$ cat src/rtl/bs_refill_ctrl_if.sv
// Bitstream memory read port between bs_refill_ctrl and the external bitstream memory.
//   bs_req  : read request, held until acknowledged (single outstanding)
//   bs_addr : word address, stable while bs_req=1
//   bs_ack  : read acknowledge; bs_data is valid in the same cycle
//   bs_data : read data word
// Modports: master = refill controller side, slave = memory side.
interface bs_refill_ctrl_if #(
    parameter int unsigned ADDR_W = 17,
    parameter int unsigned WORD_W = 16
) ();
    logic              bs_req;
    logic [ADDR_W-1:0] bs_addr;
    logic              bs_ack;
    logic [WORD_W-1:0] bs_data;

    modport master (output bs_req, output bs_addr, input bs_ack, input bs_data);
    modport slave  (input bs_req, input bs_addr, output bs_ack, output bs_data);
endinterface

$ cat src/rtl/bs_refill_ctrl.sv
// Refill controller for the 128-bit circular bitstream buffer indexed by the
// parser's 7-bit bit pointer. Fetches WORD_W-bit words one at a time from the
// bitstream memory, writes them into buffer slots in circular order, tracks the
// number of unconsumed valid bits and stalls the parser when it runs low.
//
// Ports:
//   clk_i, reset_i       clock, synchronous active-high reset
//   start_i              one-cycle pulse, accepted only when idle
//   start_addr_i         first word address
//   end_addr_i           last word address (inclusive)
//   consume_len_i        bits consumed by the parser this cycle (0..16)
//   bs                   memory read port (bs_refill_ctrl_if.master)
//   buf_wr_en_o          buffer slot write strobe
//   buf_wr_slot_o        slot written
//   buf_wr_data_o        data written
//   valid_bits_o         unconsumed valid bits, 0..128
//   parser_stall_o       valid_bits < STALL_TH while not at end of stream
//                        (high out of reset, since the buffer is empty)
//   eos_o                sticky, last word written
//   underflow_err_o      sticky, parser consumed more bits than were valid
//
// Optional build macro BS_REFILL_STATS_EN adds saturating 32-bit counters
// stat_words_o (words written) and stat_stall_cycles_o (stalled non-idle cycles).
module bs_refill_ctrl #(
    parameter int unsigned WORD_W   = 16,
    parameter int unsigned SLOTS    = 8,
    parameter int unsigned STALL_TH = 32,
    parameter int unsigned ADDR_W   = 17
) (
    input  logic              clk_i,
    input  logic              reset_i,
    input  logic              start_i,
    input  logic [ADDR_W-1:0] start_addr_i,
    input  logic [ADDR_W-1:0] end_addr_i,
    input  logic [4:0]        consume_len_i,
    bs_refill_ctrl_if.master  bs,
    output logic              buf_wr_en_o,
    output logic [2:0]        buf_wr_slot_o,
    output logic [WORD_W-1:0] buf_wr_data_o,
    output logic [7:0]        valid_bits_o,
    output logic              parser_stall_o,
    output logic              eos_o,
    output logic              underflow_err_o
`ifdef BS_REFILL_STATS_EN
    ,
    output logic [31:0]       stat_words_o,
    output logic [31:0]       stat_stall_cycles_o
`endif
);

    localparam logic [8:0] WORD_ADD = 9'(WORD_W);
    localparam logic [8:0] ROOM_MAX = 9'(WORD_W * SLOTS - WORD_W);
    localparam logic [7:0] STALL_8  = 8'(STALL_TH);

    typedef enum logic [2:0] {
        S_IDLE,
        S_CHECK,
        S_REQ,
        S_WRITE,
        S_EOS
    } state_t;

    state_t            state_q, state_d;
    logic [ADDR_W-1:0] addr_q, addr_d;
    logic [2:0]        fill_q, fill_d;
    logic [WORD_W-1:0] word_q, word_d;
    logic [7:0]        valid_q, valid_d;
    logic              eos_q, eos_d;
    logic              uf_q, uf_d;

    logic [8:0]        avail;
    logic [8:0]        consume9;
    logic              under;
    logic [8:0]        occ_next;

    always_ff @(posedge clk_i) begin
        if (reset_i) begin
            state_q <= S_IDLE;
            addr_q  <= '0;
            fill_q  <= '0;
            word_q  <= '0;
            valid_q <= '0;
            eos_q   <= 1'b0;
            uf_q    <= 1'b0;
        end else begin
            state_q <= state_d;
            addr_q  <= addr_d;
            fill_q  <= fill_d;
            word_q  <= word_d;
            valid_q <= valid_d;
            eos_q   <= eos_d;
            uf_q    <= uf_d;
        end
    end

    always_comb begin
        state_d = state_q;
        addr_d  = addr_q;
        fill_d  = fill_q;
        word_d  = word_q;
        valid_d = valid_q;
        eos_d   = eos_q;
        uf_d    = uf_q;

        // Write and consume in the same cycle are both applied; an over-consume
        // clamps occupancy to zero and latches the error.
        avail    = {1'b0, valid_q} + ((state_q == S_WRITE) ? WORD_ADD : 9'd0);
        consume9 = {4'b0, consume_len_i};
        under    = consume9 > avail;
        occ_next = under ? 9'd0 : avail - consume9;

        if (state_q != S_IDLE) begin
            valid_d = occ_next[7:0];
            if (under) begin
                uf_d = 1'b1;
            end
        end

        unique case (state_q)
            S_IDLE: begin
                if (start_i) begin
                    addr_d  = start_addr_i;
                    eos_d   = 1'b0;
                    uf_d    = 1'b0;
                    fill_d  = '0;
                    valid_d = '0;
                    state_d = S_CHECK;
                end
            end
            S_CHECK: begin
                if (addr_q > end_addr_i) begin
                    eos_d   = 1'b1;
                    state_d = S_EOS;
                end else if (occ_next <= ROOM_MAX) begin
                    // Room for a whole word: the target slot is already fully consumed.
                    state_d = S_REQ;
                end
            end
            S_REQ: begin
                if (bs.bs_ack) begin
                    word_d  = bs.bs_data;
                    state_d = S_WRITE;
                end
            end
            S_WRITE: begin
                fill_d  = fill_q + 3'(1);
                addr_d  = addr_q + ADDR_W'(1);
                state_d = S_CHECK;
            end
            S_EOS: begin
            end
            default: state_d = S_IDLE;
        endcase
    end

    assign bs.bs_req       = (state_q == S_REQ);
    assign bs.bs_addr      = addr_q;
    assign buf_wr_en_o     = (state_q == S_WRITE);
    assign buf_wr_slot_o   = fill_q;
    assign buf_wr_data_o   = word_q;
    assign valid_bits_o    = valid_q;
    assign parser_stall_o  = (valid_q < STALL_8) && !eos_q;
    assign eos_o           = eos_q;
    assign underflow_err_o = uf_q;

`ifdef BS_REFILL_STATS_EN
    logic [31:0] words_q, stall_q;

    always_ff @(posedge clk_i) begin
        if (reset_i || (state_q == S_IDLE && start_i)) begin
            words_q <= '0;
            stall_q <= '0;
        end else begin
            if (state_q == S_WRITE && words_q != '1) begin
                words_q <= words_q + 32'd1;
            end
            if (parser_stall_o && state_q != S_IDLE && stall_q != '1) begin
                stall_q <= stall_q + 32'd1;
            end
        end
    end

    assign stat_words_o        = words_q;
    assign stat_stall_cycles_o = stall_q;
`endif

endmodule

$ cat src/flat_wrapper.sv
// flat-port wrapper written by rule: the top's interface ports become plain ports
module bs_refill_ctrl_flat 
#(
    parameter int unsigned WORD_W   = 16,
    parameter int unsigned SLOTS    = 8,
    parameter int unsigned STALL_TH = 32,
    parameter int unsigned ADDR_W   = 17
)
  (clk_i, reset_i, start_i, start_addr_i, end_addr_i, consume_len_i, buf_wr_en_o, buf_wr_slot_o, buf_wr_data_o, valid_bits_o, parser_stall_o, eos_o, underflow_err_o, bs_bs_req, bs_bs_addr, bs_bs_ack, bs_bs_data);
  bs_refill_ctrl_if #(.ADDR_W(ADDR_W), .WORD_W(WORD_W)) bs_i ();
  input  logic clk_i;
  input  logic reset_i;
  input  logic start_i;
  input  logic [ADDR_W-1:0] start_addr_i;
  input  logic [ADDR_W-1:0] end_addr_i;
  input  logic [4:0] consume_len_i;
  output logic buf_wr_en_o;
  output logic [2:0] buf_wr_slot_o;
  output logic [WORD_W-1:0] buf_wr_data_o;
  output logic [7:0] valid_bits_o;
  output logic parser_stall_o;
  output logic eos_o;
  output logic underflow_err_o;
  output wire logic [$bits(bs_i.bs_req)-1:0] bs_bs_req;
  output wire logic [$bits(bs_i.bs_addr)-1:0] bs_bs_addr;
  input wire logic [$bits(bs_i.bs_ack)-1:0] bs_bs_ack;
  input wire logic [$bits(bs_i.bs_data)-1:0] bs_bs_data;
  assign bs_bs_req = bs_i.bs_req;
  assign bs_bs_addr = bs_i.bs_addr;
  assign bs_i.bs_ack = bs_bs_ack;
  assign bs_i.bs_data = bs_bs_data;
  bs_refill_ctrl #(.WORD_W(WORD_W), .SLOTS(SLOTS), .STALL_TH(STALL_TH), .ADDR_W(ADDR_W)) u_core (.clk_i(clk_i), .reset_i(reset_i), .start_i(start_i), .start_addr_i(start_addr_i), .end_addr_i(end_addr_i), .consume_len_i(consume_len_i), .bs(bs_i), .buf_wr_en_o(buf_wr_en_o), .buf_wr_slot_o(buf_wr_slot_o), .buf_wr_data_o(buf_wr_data_o), .valid_bits_o(valid_bits_o), .parser_stall_o(parser_stall_o), .eos_o(eos_o), .underflow_err_o(underflow_err_o));
endmodule
$ cat config.mk
export PLATFORM = sky130hd
export DESIGN_NAME = bs_refill_ctrl_flat
export DESIGN_NICKNAME = d
export VERILOG_FILES = /design/src/rtl/bs_refill_ctrl_if.sv /design/src/rtl/bs_refill_ctrl.sv /design/src/flat_wrapper.sv
export SDC_FILE = /design/constraint.sdc
export NUM_CORES = 1
export LEC_CHECK = 0
export CORE_ASPECT_RATIO = 1.4
export CORE_MARGIN = 2
export CORE_UTILIZATION = 45
export CTS_BUF_LIST = sky130_fd_sc_hd__clkbuf_8 sky130_fd_sc_hd__clkbuf_16
export CTS_CLUSTER_DIAMETER = 80
export DETAILED_ROUTE_END_ITERATION = 10
export PLACE_DENSITY = 0.8
export SLEW_MARGIN = 5
export SYNTH_ARGS = -nofsm -noshare
export SYNTH_HDL_FRONTEND = slang
export SYNTH_SLANG_ARGS = --single-unit
$ cat constraint.sdc
create_clock -name clk_i -period 3.6 [get_ports clk_i]
set_input_delay 1.08 -clock clk_i [delete_from_list [all_inputs] [get_ports clk_i]]
set_output_delay 1.08 -clock clk_i [all_outputs]
set_load 0.005 [all_outputs]
==> qor.json, run 1 <==
{
  "global_routing": {
    "grt_pass1_vias": 3133,
    "global_route.overflow_total": 0,
    "grt_pass1_wl_mm": 14.0,
    "groute.usage.overall": 0.235,
    "antenna_found_initial": 0,
    "grt_max_degree": 18
  },
  "critical_path": {
    "worst_ep_arrival_time_ns": 3.52,
    "reg2reg_setup_slack_ns": 0.64,
    "criticalPathCategory": "input pin to flip-flop",
    "worstPathRequired_ns": 3.81,
    "reg2regPathDepth": 8,
    "cells_traversed_along_the_worst_timing_path": "clkdlybuf4s50_1, ha_1, inv_1, fa_1, a211oi_1, o21ai_0, a21oi_1, a211oi_1, o32a_1, a32o_1",
    "critical-path-max-stage-delay_ns": 0.47,
    "cp_max_fo": 2,
    "endpoint_kind": "flip-flop",
    "cp_common_cell": "sky130_fd_sc_hd__a211oi_1",
    "nature_of_the_critical_path_startpoint": "input pin",
    "cpMaxStageDelayCell": "sky130_fd_sc_hd__clkdlybuf4s50_1",
    "worst_r2r_endpoint": "u_core.state_q[1]$_SDFFE_PP0P_",
    "r2r_start": "u_core.state_q[1]$_SDFFE_PP0P_"
  },
  "cts": {
    "worstSkewPairLatency_ns": 0.31,
    "cts_hold_buffers": 0,
    "cts_root_buffer": "sky130_fd_sc_hd__clkbuf_8",
    "cts_inserted_buffers": 5,
    "clk_path_buf_depth": 2,
    "post_cts_resized": 0,
    "cts_setup_buffers": 0,
    "clk_pin_slew_worst_paths_ns": 0.09,
    "cts_tree": "yes",
    "htree_levels": 2,
    "clkSinkCount": 49
  },
  "floorplan": {
    "floorplan.die.width_um": 73.4,
    "boundaryPins": 108,
    "fp.dieH_um": 101,
    "core_area_um2": 6570,
    "core.rowCount": 35,
    "die_area_um2": 7420,
    "starting_density_of_the_core": 0.462
  },
  "synth": {
    "mapped_avg_cell_area_um2": 7.80,
    "area_fraction_in_and_or_nand_and_nor_cells_after_synthesis": 0.246,
    "async_reset_ff_frac": 0,
    "synth.distinct_cells": 55,
    "post_synth_instance_area_um2": 3030,
    "syn-num-nets": 475,
    "post_synth_xor_area_fraction": 0.0231,
    "count_of_flip_flops_with_a_built_in_enable_after_synthesis": 0,
    "synth_seq_cells": 49,
    "synthAdderAreaFrac": 0.114,
    "synth.area.mux_share": 0.00660,
    "synth-compound-area-share": 0.223,
    "synthCells": 389,
    "ys_dominant_reg_cell": "sky130_fd_sc_hd__dfxtp_1",
    "dominant_combinational_cell_family_by_area_after_synthesis": "simple AND/OR/NAND/NOR gates",
    "synth_seq_area_share": 0.323,
    "ys.warnings.count": 0
  },
  "hold_path": {
    "min_from": "u_core.buf_wr_data_o[4]$_SDFFE_PP0P_",
    "hold_class": "flip-flop to flip-flop",
    "worstHoldPathCells": 2,
    "worstHoldEndpoint": "u_core.buf_wr_data_o[4]$_SDFFE_PP0P_"
  },
  "power": {
    "sequential_power_share": 0.459,
    "power_share_of_the_combinational_group": 0.301,
    "switching_share": 0.322,
    "power.density_nw_per_um2": 327,
    "internal_power_w": 0.000951,
    "power.share.clock": 0.240,
    "report.power.total_w": 0.00140,
    "p_leak_nw": 1.74,
    "total_switching_power_w": 0.000451,
    "ir_drop_v": 0.000166
  },
  "route": {
    "drtPass1Iterations": 5,
    "via_count": 3244,
    "routed_wire_length_per_instance_um": 15.3,
    "remaining_drc_errors": 0,
    "vias_per_cell": 5.69,
    "total_wirelength_of_the_detailed_routed_design_mm": 8.70,
    "drt-initial-drc-count": 204,
    "route.antenna.remaining_nets": 0
  },
  "flow_run": {
    "maxCapViolCount": 0
  },
  "run_status": {
    "outcome": "finished clean"
  },
  "final_layout": {
    "final_cell_mix": "sky130_fd_sc_hd__clkdlybuf4s50_1 (107), sky130_fd_sc_hd__nand2_1 (56), sky130_fd_sc_hd__dfxtp_1 (49)",
    "layout.nets": 581,
    "diodes": 0,
    "syn2layout_area_growth_pct": 41.3,
    "final_common_cell": "sky130_fd_sc_hd__clkdlybuf4s50_1",
    "final_layout_size_suffix_gt1_frac": 0.0524,
    "instances_no_fill": 570
  },
  "timing": {
    "worst_max_slew_margin_expressed_relative_to_the_limit": 0.529,
    "fin_worst_hold_slack_ns": 0.458,
    "timing_max_transition_violations_final": 0,
    "setup_ws_ns": 0.283,
    "timing.final.crit_period_ns": 3.32,
    "timing_worst_slew_pin_value_ns": 0.700,
    "final.setup.tns_ns": 0,
    "rsz0062_at_grt": "no",
    "timing.final.crit_share": 0.921,
    "finClkSkew_ns": 0.00716,
    "achievable-frequency_mhz": 301,
    "finalHoldViolations": 0,
    "setup_viol": 0
  },
  "placed_design": {
    "placement.io_buffers": 107,
    "gpl.final_weighted_congestion": 0.888,
    "place_hpwl_mm": 6.61,
    "detailedPlace.worstSlack_ns": -0.0334,
    "place.detailed.instances": 562
  }
}
-- worst max-delay path by stage --
| stage | end | from | slack (ns) |
|---|---|---|---|
| after floorplan | u_core.state_q[1]$_SDFFE_PP0P_ | consume_len_i[0] | 0.65 |
| after global placement | u_core.state_q[1]$_SDFFE_PP0P_ | consume_len_i[0] | 0.05 |
| after detailed placement | u_core.state_q[1]$_SDFFE_PP0P_ | consume_len_i[0] | -0.03 |
| after CTS | u_core.state_q[1]$_SDFFE_PP0P_ | consume_len_i[0] | 0.29 |
| after global routing | u_core.state_q[1]$_SDFFE_PP0P_ | consume_len_i[0] | 0.15 |
| final | u_core.state_q[1]$_SDFFE_PP0P_ | consume_len_i[0] | 0.28 |
-- metrics by stage --
| step | util | area [µm²] |
|---|---|---|
| after CTS | 0.653 | 4290 |
| after global placement | 0.639 | 4200 |
| final | 0.653 | 4290 |
| after global routing | 0.653 | 4290 |
| after detailed placement | 0.639 | 4200 |
| after floorplan | - | 3030 |
-- registers in the layout, summed over array words and instances, names as in the netlist --
name                    flops
u_core.buf_wr_slot_o        3
u_core.valid_bits_o         8
u_core.buf_wr_data_o       16
u_core.bs.bs_addr          17
u_core.state_q              3
u_core.eos_o                1
u_core.underflow_err_o      1
-- power by group through the flow --
stage | Combinational [W] | Sequential (W) | Clock [W]
global placement | 0.000410 | 0.000652 | 0
floorplan | 0.000221 | 0.000638 | 0
CTS | 0.000423 | 0.000642 | 0.000345
detailed placement | 0.000420 | 0.000654 | 0
global route | 0.000467 | 0.000651 | 0.000366
finish | 0.000422 | 0.000644 | 0.000336
-- layer usage --
| layer | part of all wire | up-vias | GRT usage |
|---|---|---|---|
| met5 | 0 | - | 0 |
| met4 | 0.026 | 0 | 0.105 |
| met3 | 0.057 | 18 | 0.0398 |
| met2 | 0.51 | 128 | 0.415 |
| met1 | 0.40 | 1499 | 0.275 |
| li1 | - | 1599 | - |
-- cells by family (layout without fill, tap and decap cells) --
logic type	after synthesis	after routing
multiplexers	2	2
XOR/XNOR	8	8
AND/OR/NAND/NOR	151	151
AO/OA/AOI/OAI	103	103
adder cells (fa/ha/maj)	27	27
flip-flops	49	49
buffers and inverters	49	156
-- layout make-up --
cell class / count / area, µm²
inverters: 30 / 113
well taps: 74 / 92.6
multi-input cells: 291 / 1860
fillers: 570 / 2280
repair buffers: 118 / 1150
clock inverters: 3 / 21.3
clock buffers: 5 / 68.8
flip-flops and latches: 49 / 981
-- worst max-delay path: cells and delay by family --
| family | cells | cell delay [ns] |
|---|---|---|
| AO/OA/AOI/OAI | 6 | 1.30 |
| adder cells (fa/ha/maj) | 2 | 0.58 |
| buffers and inverters | 2 | 0.55 |
-- synth_stat cells (all sizes together) (4+ instances only) --
master,n,area share
a21o,4,0.0099
dfxtp,49,0.32
nor2,36,0.045
inv,30,0.037
o21ai,15,0.025
xor2,4,0.012
a31oi,7,0.014
nand2,56,0.069
o21a,5,0.012
a211oi,4,0.0099
ha,26,0.11
a21oi,34,0.056
nor4,6,0.017
and3,6,0.014
nor3,7,0.012
xnor2,4,0.012
clkbuf,13,0.016
nand3,15,0.026
nand4,4,0.013
a22oi,7,0.017
buf,6,0.012
Power figures use the tool's default switching activity.
==> inputs of run 2 (changes only) <==
Clock period 3.6 ns to 3.2 ns, I/O delays scaled along.
==> run 2 against run 1 <==
  * Critical path depth stayed put
  * Routed wire length is 2.1% higher
  * Largest power group unchanged
  * Register-to-register slack hardly changed
  * Worst hold slack worse by 0.0020 ns
==> qor.json, run 2 (synthesis results as in run 1) <==
{
  "critical_path": {
    "criticalPathCategory": "input pin to flip-flop",
    "cpMaxStageDelayCell": "sky130_fd_sc_hd__clkdlybuf4s50_1",
    "cells_traversed_along_the_worst_timing_path": "clkdlybuf4s50_1, ha_1, inv_1, fa_1, a211oi_2, nor2_1, xor2_1, o311ai_0, o32a_1, a32o_1",
    "reg2regPathDepth": {"value": 8, "change": "unchanged"},
    "critical_path.startpoint": "consume_len_i[0]",
    "r2r_start": "u_core.state_q[1]$_SDFFE_PP0P_",
    "endpoint_kind": "flip-flop",
    "reg2reg_setup_slack": {"value": 0.65, "unit": "ns", "change": "about the same"},
    "worstSetupEndpoint": "u_core.state_q[1]$_SDFFE_PP0P_",
    "worstPathRequired": {"value": 3.40, "unit": "ns", "change": "-0.41 ns"},
    "worst_r2r_endpoint": "u_core.state_q[1]$_SDFFE_PP0P_",
    "cp_max_fo": {"value": 2, "change": "unchanged"},
    "nature_of_the_critical_path_startpoint": "input pin",
    "worst_ep_arrival_time": {"value": 3.32, "unit": "ns", "change": "-0.20 ns"},
    "critical-path-max-stage-delay": {"value": 0.47, "unit": "ns", "change": "about the same"}
  },
  "hold_path": {
    "hold_class": "flip-flop to flip-flop",
    "worstHoldPathCells": {"value": 2, "change": "unchanged"}
  },
  "power": {
    "p_leak": {"value": 1.82, "unit": "nW", "change": "+4.8%"},
    "ir_drop": {"value": 0.000296, "unit": "V", "change": "+79%"},
    "switching_share": {"value": 0.288, "change": "-0.0334"},
    "internal_power": {"value": 0.00124, "unit": "W", "change": "+31%"},
    "power.density": {"value": 394, "unit": "nW/µm²", "change": "+20%"},
    "report.power.total": {"value": 0.00174, "unit": "W", "change": "+24%"},
    "power_share_of_the_combinational_group": {"value": 0.285, "change": "-0.016"},
    "total_switching_power": {"value": 0.000503, "unit": "W", "change": "+11%"},
    "sequential_power_share": {"value": 0.415, "change": "-0.044"},
    "power.share.clock": {"value": 0.300, "change": "+0.060"}
  },
  "cts": {
    "cts_setup_buffers": {"value": 0, "change": "unchanged"},
    "worstSkewPairLatency": {"value": 0.30, "unit": "ns", "change": "about the same"},
    "clk_pin_slew_worst_paths": {"value": 0.09, "unit": "ns", "change": "about the same"},
    "clk_path_buf_depth": {"value": 2, "change": "unchanged"},
    "cts_root_buffer": "sky130_fd_sc_hd__clkbuf_8",
    "clkSinkCount": {"value": 49, "change": "unchanged"},
    "cts_tree": "yes",
    "cts_inserted_buffers": {"value": 5, "change": "unchanged"},
    "htree_levels": {"value": 2, "change": "unchanged"}
  },
  "timing": {
    "timing_worst_slew_pin_value": {"value": 0.531, "unit": "ns", "change": "-0.169 ns"},
    "timing_max_transition_violations_final": {"value": 0, "change": "unchanged"},
    "achievable-frequency_mhz": 321,
    "finClkSkew": {"value": 0.00323, "unit": "ns", "change": "-0.00393 ns"},
    "timing.final.crit_period_ns": 3.12,
    "setup_viol": {"value": 0, "change": "unchanged"},
    "timing.final.crit_share": 0.974,
    "finalHoldViolations": {"value": 0, "change": "unchanged"},
    "setup_ws": {"value": 0.0817, "unit": "ns", "change": "-0.201 ns"},
    "rsz0062_at_grt": "no",
    "worst_max_slew_margin_expressed_relative_to_the_limit": {"value": 0.645, "change": "+0.116"}
  },
  "route": {
    "total_wirelength_of_the_detailed_routed_design": {"value": 8.88, "unit": "mm", "change": "+2.1%"},
    "remaining_drc_errors": {"value": 0, "change": "unchanged"},
    "vias_per_cell": {"value": 5.65, "change": "-0.73%"},
    "drtPass1Iterations": {"value": 4, "change": "-1"},
    "routed_wire_length_per_instance": {"value": 15.3, "unit": "µm", "change": "about the same"},
    "drt-initial-drc-count": {"value": 202, "change": "-0.98%"},
    "route.antenna.remaining_nets": {"value": 0, "change": "unchanged"},
    "via_count": {"value": 3288, "change": "+1.4%"}
  },
  "global_routing": {
    "groute.layer.met1.usage": {"value": 0.271, "change": "-0.00409"},
    "grt_pass1_wl": {"value": 14.2, "unit": "mm", "change": "+1.9%"},
    "grt_pass1_vias": {"value": 3146, "change": "+0.41%"},
    "global_route.overflow_total": {"value": 0, "change": "unchanged"},
    "use_met2": {"value": 0.435, "change": "+0.0201"},
    "grt_max_degree": {"value": 20, "change": "+2"},
    "globalRouteMet3Util": {"value": 0.0348, "change": "-0.00498"},
    "globalRoute.busiestLayer": "met2",
    "antenna_found_initial": {"value": 0, "change": "unchanged"},
    "groute.usage.overall": {"value": 0.239, "change": "+0.00377"}
  },
  "final_layout": {
    "fin_util": {"value": 0.674, "change": "+0.0211"},
    "final_common_cell": "sky130_fd_sc_hd__clkdlybuf4s50_1",
    "syn2layout_area_growth_pct": 45.9,
    "final_cell_mix": "sky130_fd_sc_hd__clkdlybuf4s50_1 (107), sky130_fd_sc_hd__nand2_1 (56), sky130_fd_sc_hd__dfxtp_1 (49)",
    "layout.nets": {"value": 593, "change": "+2.1%"},
    "final_layout_size_suffix_gt1_frac": {"value": 0.0768, "change": "+0.0244"},
    "flip_flop_count_of_the_largest_register_all_copies_and_words_added": {"value": 17, "change": "unchanged"},
    "design_area": {"value": 4430, "unit": "µm²", "change": "+3.2%"},
    "diodes": {"value": 0, "change": "unchanged"}
  },
  "placed_design": {
    "placedInstanceArea": {"value": 4290, "unit": "µm²", "change": "+2.1%"},
    "place_hpwl": {"value": 6.77, "unit": "mm", "change": "+2.4%"},
    "gpl.final_weighted_congestion": {"value": 0.876, "change": "-1.4%"},
    "placement.io_buffers": {"value": 107, "change": "unchanged"},
    "detailedPlace.worstSlack": {"value": -0.279, "unit": "ns", "change": "-0.246 ns"}
  },
  "floorplan": {
    "fp.dieH": {"value": 101, "unit": "µm", "change": "unchanged"},
    "die_area": {"value": 7420, "unit": "µm²", "change": "unchanged"},
    "core.rowCount": {"value": 35, "change": "unchanged"},
    "boundaryPins": {"value": 108, "change": "unchanged"},
    "floorplan.die.width": {"value": 73.4, "unit": "µm", "change": "unchanged"},
    "core_area": {"value": 6570, "unit": "µm²", "change": "unchanged"},
    "starting_density_of_the_core": {"value": 0.462, "change": "unchanged"}
  },
  "run_status": {
    "outcome": "finished clean"
  },
  "flow_run": {
    "maxCapViolCount": {"value": 0, "change": "unchanged"}
  }
}
-- run 2: cell count changes in the layout (fill, tap and decap cells not counted), sizes merged --
| cell | previous run | this run |
|---|---|---|
| inv | 31 | 30 |
| buf | 11 | 23 |
| bufinv | 0 | 2 |
| clkinvlp | 1 | 0 |
-- run 2: worst min-delay path by stage --
stage / startpoint / to / slack, ns
after floorplan: u_core.underflow_err_o$_SDFF_PP0_ / u_core.underflow_err_o$_SDFF_PP0_ / 0.45
after global placement: u_core.buf_wr_data_o[6]$_SDFFE_PP0P_ / u_core.buf_wr_data_o[6]$_SDFFE_PP0P_ / 0.44
after detailed placement: u_core.buf_wr_data_o[9]$_SDFFE_PP0P_ / u_core.buf_wr_data_o[9]$_SDFFE_PP0P_ / 0.45
after CTS: u_core.buf_wr_data_o[9]$_SDFFE_PP0P_ / u_core.buf_wr_data_o[9]$_SDFFE_PP0P_ / 0.46
after global routing: u_core.buf_wr_data_o[12]$_SDFFE_PP0P_ / u_core.buf_wr_data_o[12]$_SDFFE_PP0P_ / 0.47
final: u_core.buf_wr_data_o[4]$_SDFFE_PP0P_ / u_core.buf_wr_data_o[4]$_SDFFE_PP0P_ / 0.46
-- run 2: area by class of cell --
type / instances / area (µm²)
clock buffer: 5 / 68.8
tap: 74 / 92.6
timing repair buffer: 130 / 1240
sequential: 49 / 981
multi-input combinational: 291 / 1860
fill: 558 / 2140
inverter: 30 / 113
clock inverter: 3 / 65.1
-- run 2: metal layers --
metal  part of all wire  up-vias
met5                  0        -
met4              0.030        0
li1                   -     1618
met2               0.53      111
met3              0.053       25
met1               0.39     1534
-- run 2: power groups by stage --
| stage | combinational [W] | sequential [W] | clock (W) |
|---|---|---|---|
| after floorplan | 0.000249 | 0.000718 | 0 |
| after global placement | 0.000481 | 0.000735 | 0 |
| after detailed placement | 0.000492 | 0.000736 | 0 |
| after CTS | 0.000496 | 0.000722 | 0.000532 |
| after global routing | 0.000548 | 0.000732 | 0.000555 |
| final | 0.000496 | 0.000724 | 0.000523 |
-- run 2: timing repair --
item	CTS	global route
hold endpoints to repair	0	0
hold buffers	0	0
resized for setup	0	2
setup endpoints to repair	0	2
-- run 2: worst max-delay path, delay by kind of cell --
family                     cells  cell delay (ns)
adders and majority gates      2             0.58
and+or+nand+nor                1             0.10
buffers and inverters          2             0.54
AOI/OAI and AO/OA              4             0.97
xor gates and xnor gates       1             0.18
-- run 2: metrics by stage --
stage                     TNS (ns)  instances  hold slack [ns]
after floorplan                  0        389            0.448
after global placement      -0.403        574            0.441
after detailed placement    -0.657        574            0.447
after CTS                        0        582            0.460
after global routing             0        582            0.474
final                            0        582            0.456
==> inputs of run 3 (changes only) <==
Settings changed: SETUP_SLACK_MARGIN from default to 0.05.
==> run 3 against run 2 <==
  * First-iteration DRC count is 4.5% lower
  * Die area stayed put
  * Sequential share of layout area barely moved
  * Via count about the same
  * Sequential power about the same
  * Clock power about the same
  * Routed wire length is 0.11% higher
  * Register-to-register slack hardly changed
  * Combinational power about the same
  * Clock skew grew 0.0016 ns
==> qor.json, run 3 (synthesis results as in run 1) <==
{
  "power": {
    "ir_drop": {"value": 0.000297, "unit": "V", "change": "about the same"},
    "total_switching_power": {"value": 0.000501, "unit": "W", "change": "-0.27%"},
    "power.share.clock": {"value": 0.299, "change": "about the same"},
    "switching_share": {"value": 0.288, "change": "-0.000655"},
    "sequential_power_share": {"value": 0.415, "change": "about the same"},
    "power.density": {"value": 394, "unit": "nW/µm²", "change": "about the same"},
    "power_share_of_the_combinational_group": {"value": 0.285, "change": "about the same"},
    "p_leak": {"value": 1.82, "unit": "nW", "change": "about the same"},
    "internal_power": {"value": 0.00124, "unit": "W", "change": "about the same"}
  },
  "flow_run": {
    "maxCapViolCount": {"value": 0, "change": "unchanged"}
  },
  "timing": {
    "finalHoldViolations": {"value": 0, "change": "unchanged"},
    "timing_max_transition_violations_final": {"value": 0, "change": "unchanged"},
    "rsz0062_at_grt": "no",
    "fin_worst_hold_slack": {"value": 0.457, "unit": "ns", "change": "+0.000262 ns"},
    "finClkSkew": {"value": 0.00481, "unit": "ns", "change": "+0.00158 ns"},
    "final.setup.tns": {"value": 0, "unit": "ns", "change": "unchanged"},
    "worst_max_slew_margin_expressed_relative_to_the_limit": {"value": 0.641, "change": "-0.00411"},
    "achievable-frequency": {"value": 327, "unit": "MHz", "change": "+1.8%"},
    "setup_viol": {"value": 0, "change": "unchanged"},
    "timing.final.crit_share": {"value": 0.957, "change": "-0.0177"},
    "timing.final.crit_period": {"value": 3.06, "unit": "ns", "change": "-0.0565 ns"},
    "timing_worst_slew_pin_value": {"value": 0.539, "unit": "ns", "change": "+0.00745 ns"}
  },
  "critical_path": {
    "worst_r2r_endpoint": "u_core.state_q[1]$_SDFFE_PP0P_",
    "nature_of_the_critical_path_startpoint": "input pin",
    "worstPathRequired": {"value": 3.40, "unit": "ns", "change": "about the same"},
    "reg2regPathDepth": {"value": 8, "change": "unchanged"},
    "criticalPathCategory": "input pin to flip-flop",
    "reg2reg_setup_slack": {"value": 0.64, "unit": "ns", "change": "about the same"},
    "r2r_start": "u_core.state_q[1]$_SDFFE_PP0P_",
    "cp_max_fo": {"value": 3, "change": "+1"},
    "worst_ep_arrival_time": {"value": 3.26, "unit": "ns", "change": "-0.06 ns"},
    "endpoint_kind": "flip-flop"
  },
  "final_layout": {
    "diodes": {"value": 0, "change": "unchanged"},
    "area.sequential": {"value": 981, "unit": "µm²", "change": "unchanged"},
    "final_common_cell": "sky130_fd_sc_hd__clkdlybuf4s50_1",
    "n_fill_cell": {"value": 557, "change": "-0.18%"},
    "final_cell_mix": "sky130_fd_sc_hd__clkdlybuf4s50_1 (107), sky130_fd_sc_hd__nand2_1 (56), sky130_fd_sc_hd__dfxtp_1 (49)",
    "layout.nets": {"value": 593, "change": "unchanged"},
    "flip_flop_count_of_the_largest_register_all_copies_and_words_added": {"value": 17, "change": "unchanged"},
    "syn2layout_area_growth": {"value": 45.9, "unit": "%", "change": "about the same"},
    "final_layout_size_suffix_gt1_frac": {"value": 0.0787, "change": "+0.00197"},
    "multiInputGateArea": {"value": 1860, "unit": "µm²", "change": "+0.13%"}
  },
  "cts": {
    "htree_levels": {"value": 2, "change": "unchanged"},
    "clk_path_buf_depth": {"value": 2, "change": "unchanged"},
    "cts_tree": "yes",
    "worstSkewPairLatency": {"value": 0.30, "unit": "ns", "change": "about the same"},
    "clk_pin_slew_worst_paths": {"value": 0.09, "unit": "ns", "change": "about the same"},
    "clkSinkCount": {"value": 49, "change": "unchanged"},
    "cts_setup_buffers": {"value": 0, "change": "unchanged"},
    "cts_hold_buffers": {"value": 0, "change": "unchanged"},
    "cts_inserted_buffers": {"value": 5, "change": "unchanged"},
    "cts_root_buffer": "sky130_fd_sc_hd__clkbuf_8"
  },
  "route": {
    "total_wirelength_of_the_detailed_routed_design": {"value": 8.89, "unit": "mm", "change": "+0.11%"},
    "route.antenna.remaining_nets": {"value": 0, "change": "unchanged"},
    "via_count": {"value": 3289, "change": "+0.030%"},
    "routed_wire_length_per_instance": {"value": 15.3, "unit": "µm", "change": "+0.11%"},
    "remaining_drc_errors": {"value": 0, "change": "unchanged"},
    "drt-initial-drc-count": {"value": 193, "change": "-4.5%"},
    "vias_per_cell": {"value": 5.65, "change": "about the same"},
    "drtPass1Iterations": {"value": 4, "change": "unchanged"}
  },
  "global_routing": {
    "antenna_found_initial": {"value": 0, "change": "unchanged"},
    "groute.usage.overall": {"value": 0.239, "change": "unchanged"},
    "global_route.overflow_total": {"value": 0, "change": "unchanged"},
    "grt_max_degree": {"value": 20, "change": "unchanged"},
    "grt_pass1_vias": {"value": 3146, "change": "unchanged"},
    "grt_pass1_wl": {"value": 14.2, "unit": "mm", "change": "unchanged"}
  },
  "floorplan": {
    "boundaryPins": {"value": 108, "change": "unchanged"},
    "core_area": {"value": 6570, "unit": "µm²", "change": "unchanged"},
    "starting_density_of_the_core": {"value": 0.462, "change": "unchanged"},
    "floorplan.die.width": {"value": 73.4, "unit": "µm", "change": "unchanged"},
    "fp.dieH": {"value": 101, "unit": "µm", "change": "unchanged"},
    "core.rowCount": {"value": 35, "change": "unchanged"},
    "die_area": {"value": 7420, "unit": "µm²", "change": "unchanged"}
  },
  "placed_design": {
    "placement.io_buffers": {"value": 107, "change": "unchanged"},
    "place_hpwl": {"value": 6.77, "unit": "mm", "change": "unchanged"},
    "gpl.final_weighted_congestion": {"value": 0.876, "change": "unchanged"}
  },
  "run_status": {
    "outcome": "finished clean"
  },
  "hold_path": {
    "min_from": "u_core.buf_wr_data_o[4]$_SDFFE_PP0P_",
    "worstHoldPathCells": {"value": 2, "change": "unchanged"},
    "worstHoldEndpoint": "u_core.buf_wr_data_o[4]$_SDFFE_PP0P_",
    "hold_class": "flip-flop to flip-flop"
  }
}
==> run 3: cell counts in the layout (fill, tap and decap cells not counted) <==
No cell type changed its count.
==> run 3: layout make-up <==
| type | count | area share |
|---|---|---|
| sequential | 49 | 0.222 |
| inverter | 30 | 0.0254 |
| clock buffer | 5 | 0.0155 |
| timing repair buffer | 130 | 0.281 |
| multi-input combinational | 291 | 0.421 |
| clock inverter | 3 | 0.0147 |
| tap | 74 | 0.0209 |
==> run 3: worst max-delay path by stage <==
stage               slack [ns]                              to                           start
floorplan                 0.32  u_core.state_q[1]$_SDFFE_PP0P_  u_core.state_q[1]$_SDFFE_PP0P_
global placement         -0.22  u_core.state_q[1]$_SDFFE_PP0P_                consume_len_i[0]
detailed placement       -0.28  u_core.state_q[1]$_SDFFE_PP0P_                consume_len_i[0]
CTS                       0.11  u_core.state_q[1]$_SDFFE_PP0P_                consume_len_i[0]
global route              0.08  u_core.state_q[1]$_SDFFE_PP0P_                consume_len_i[1]
finish                    0.14  u_core.state_q[1]$_SDFFE_PP0P_                consume_len_i[1]
==> run 3: timing repair <==
action | 4_1_cts | 5_1_grt
endpoints found under the setup margin | 1 | 2
pin swaps | 0 | 2
resized for setup | 1 | 3
==> run 3: worst max-delay path, stage by stage <==
cell and delay (ns):
sky130_fd_sc_hd__clkdlybuf4s50_1 0.45, sky130_fd_sc_hd__inv_1 0.08, sky130_fd_sc_hd__ha_1 0.31, sky130_fd_sc_hd__nor2b_1 0.13, sky130_fd_sc_hd__o2111a_1 0.26, sky130_fd_sc_hd__or4_4 0.43
sky130_fd_sc_hd__o21a_1 0.20, sky130_fd_sc_hd__o32a_1 0.18, sky130_fd_sc_hd__a32o_1 0.26
==> run 3: metrics by stage <==
| stage | cell area (µm²) | worst slack (ns) | cells | util | total power, W |
|---|---|---|---|---|---|
| 6_report | 4430 | 0.138 | 582 | 0.674 | 0.00174 |
| 2_1_floorplan | 3030 | 0.317 | 389 | - | 0.000967 |
| 3_3_place_gp | 4290 | -0.217 | 574 | 0.653 | 0.00122 |
| 3_5_place_dp | 4290 | -0.279 | 574 | 0.653 | 0.00123 |
| 4_1_cts | 4430 | 0.108 | 582 | 0.674 | 0.00175 |
| 5_1_grt | 4430 | 0.0752 | 582 | 0.674 | 0.00184 |
==> run 3: layer usage <==
metal | share of wire | wire length [µm] | up-vias | GRT usage
li1 | - | - | 1617 | -
met1 | 0.39 | 3490 | 1523 | 0.271
met2 | 0.52 | 4630 | 126 | 0.435
met3 | 0.059 | 523 | 23 | 0.0348
met4 | 0.027 | 242 | 0 | 0.106
met5 | 0 | 0 | - | 0
==> run 3: power by group through the flow <==
stage / Combinational, W / Clock [W] / Sequential [W]
3_3_place_gp: 0.000481 / 0 / 0.000735
2_1_floorplan: 0.000249 / 0 / 0.000718
3_5_place_dp: 0.000492 / 0 / 0.000736
6_report: 0.000498 / 0.000521 / 0.000724
4_1_cts: 0.000497 / 0.000532 / 0.000722
5_1_grt: 0.000549 / 0.000555 / 0.000732
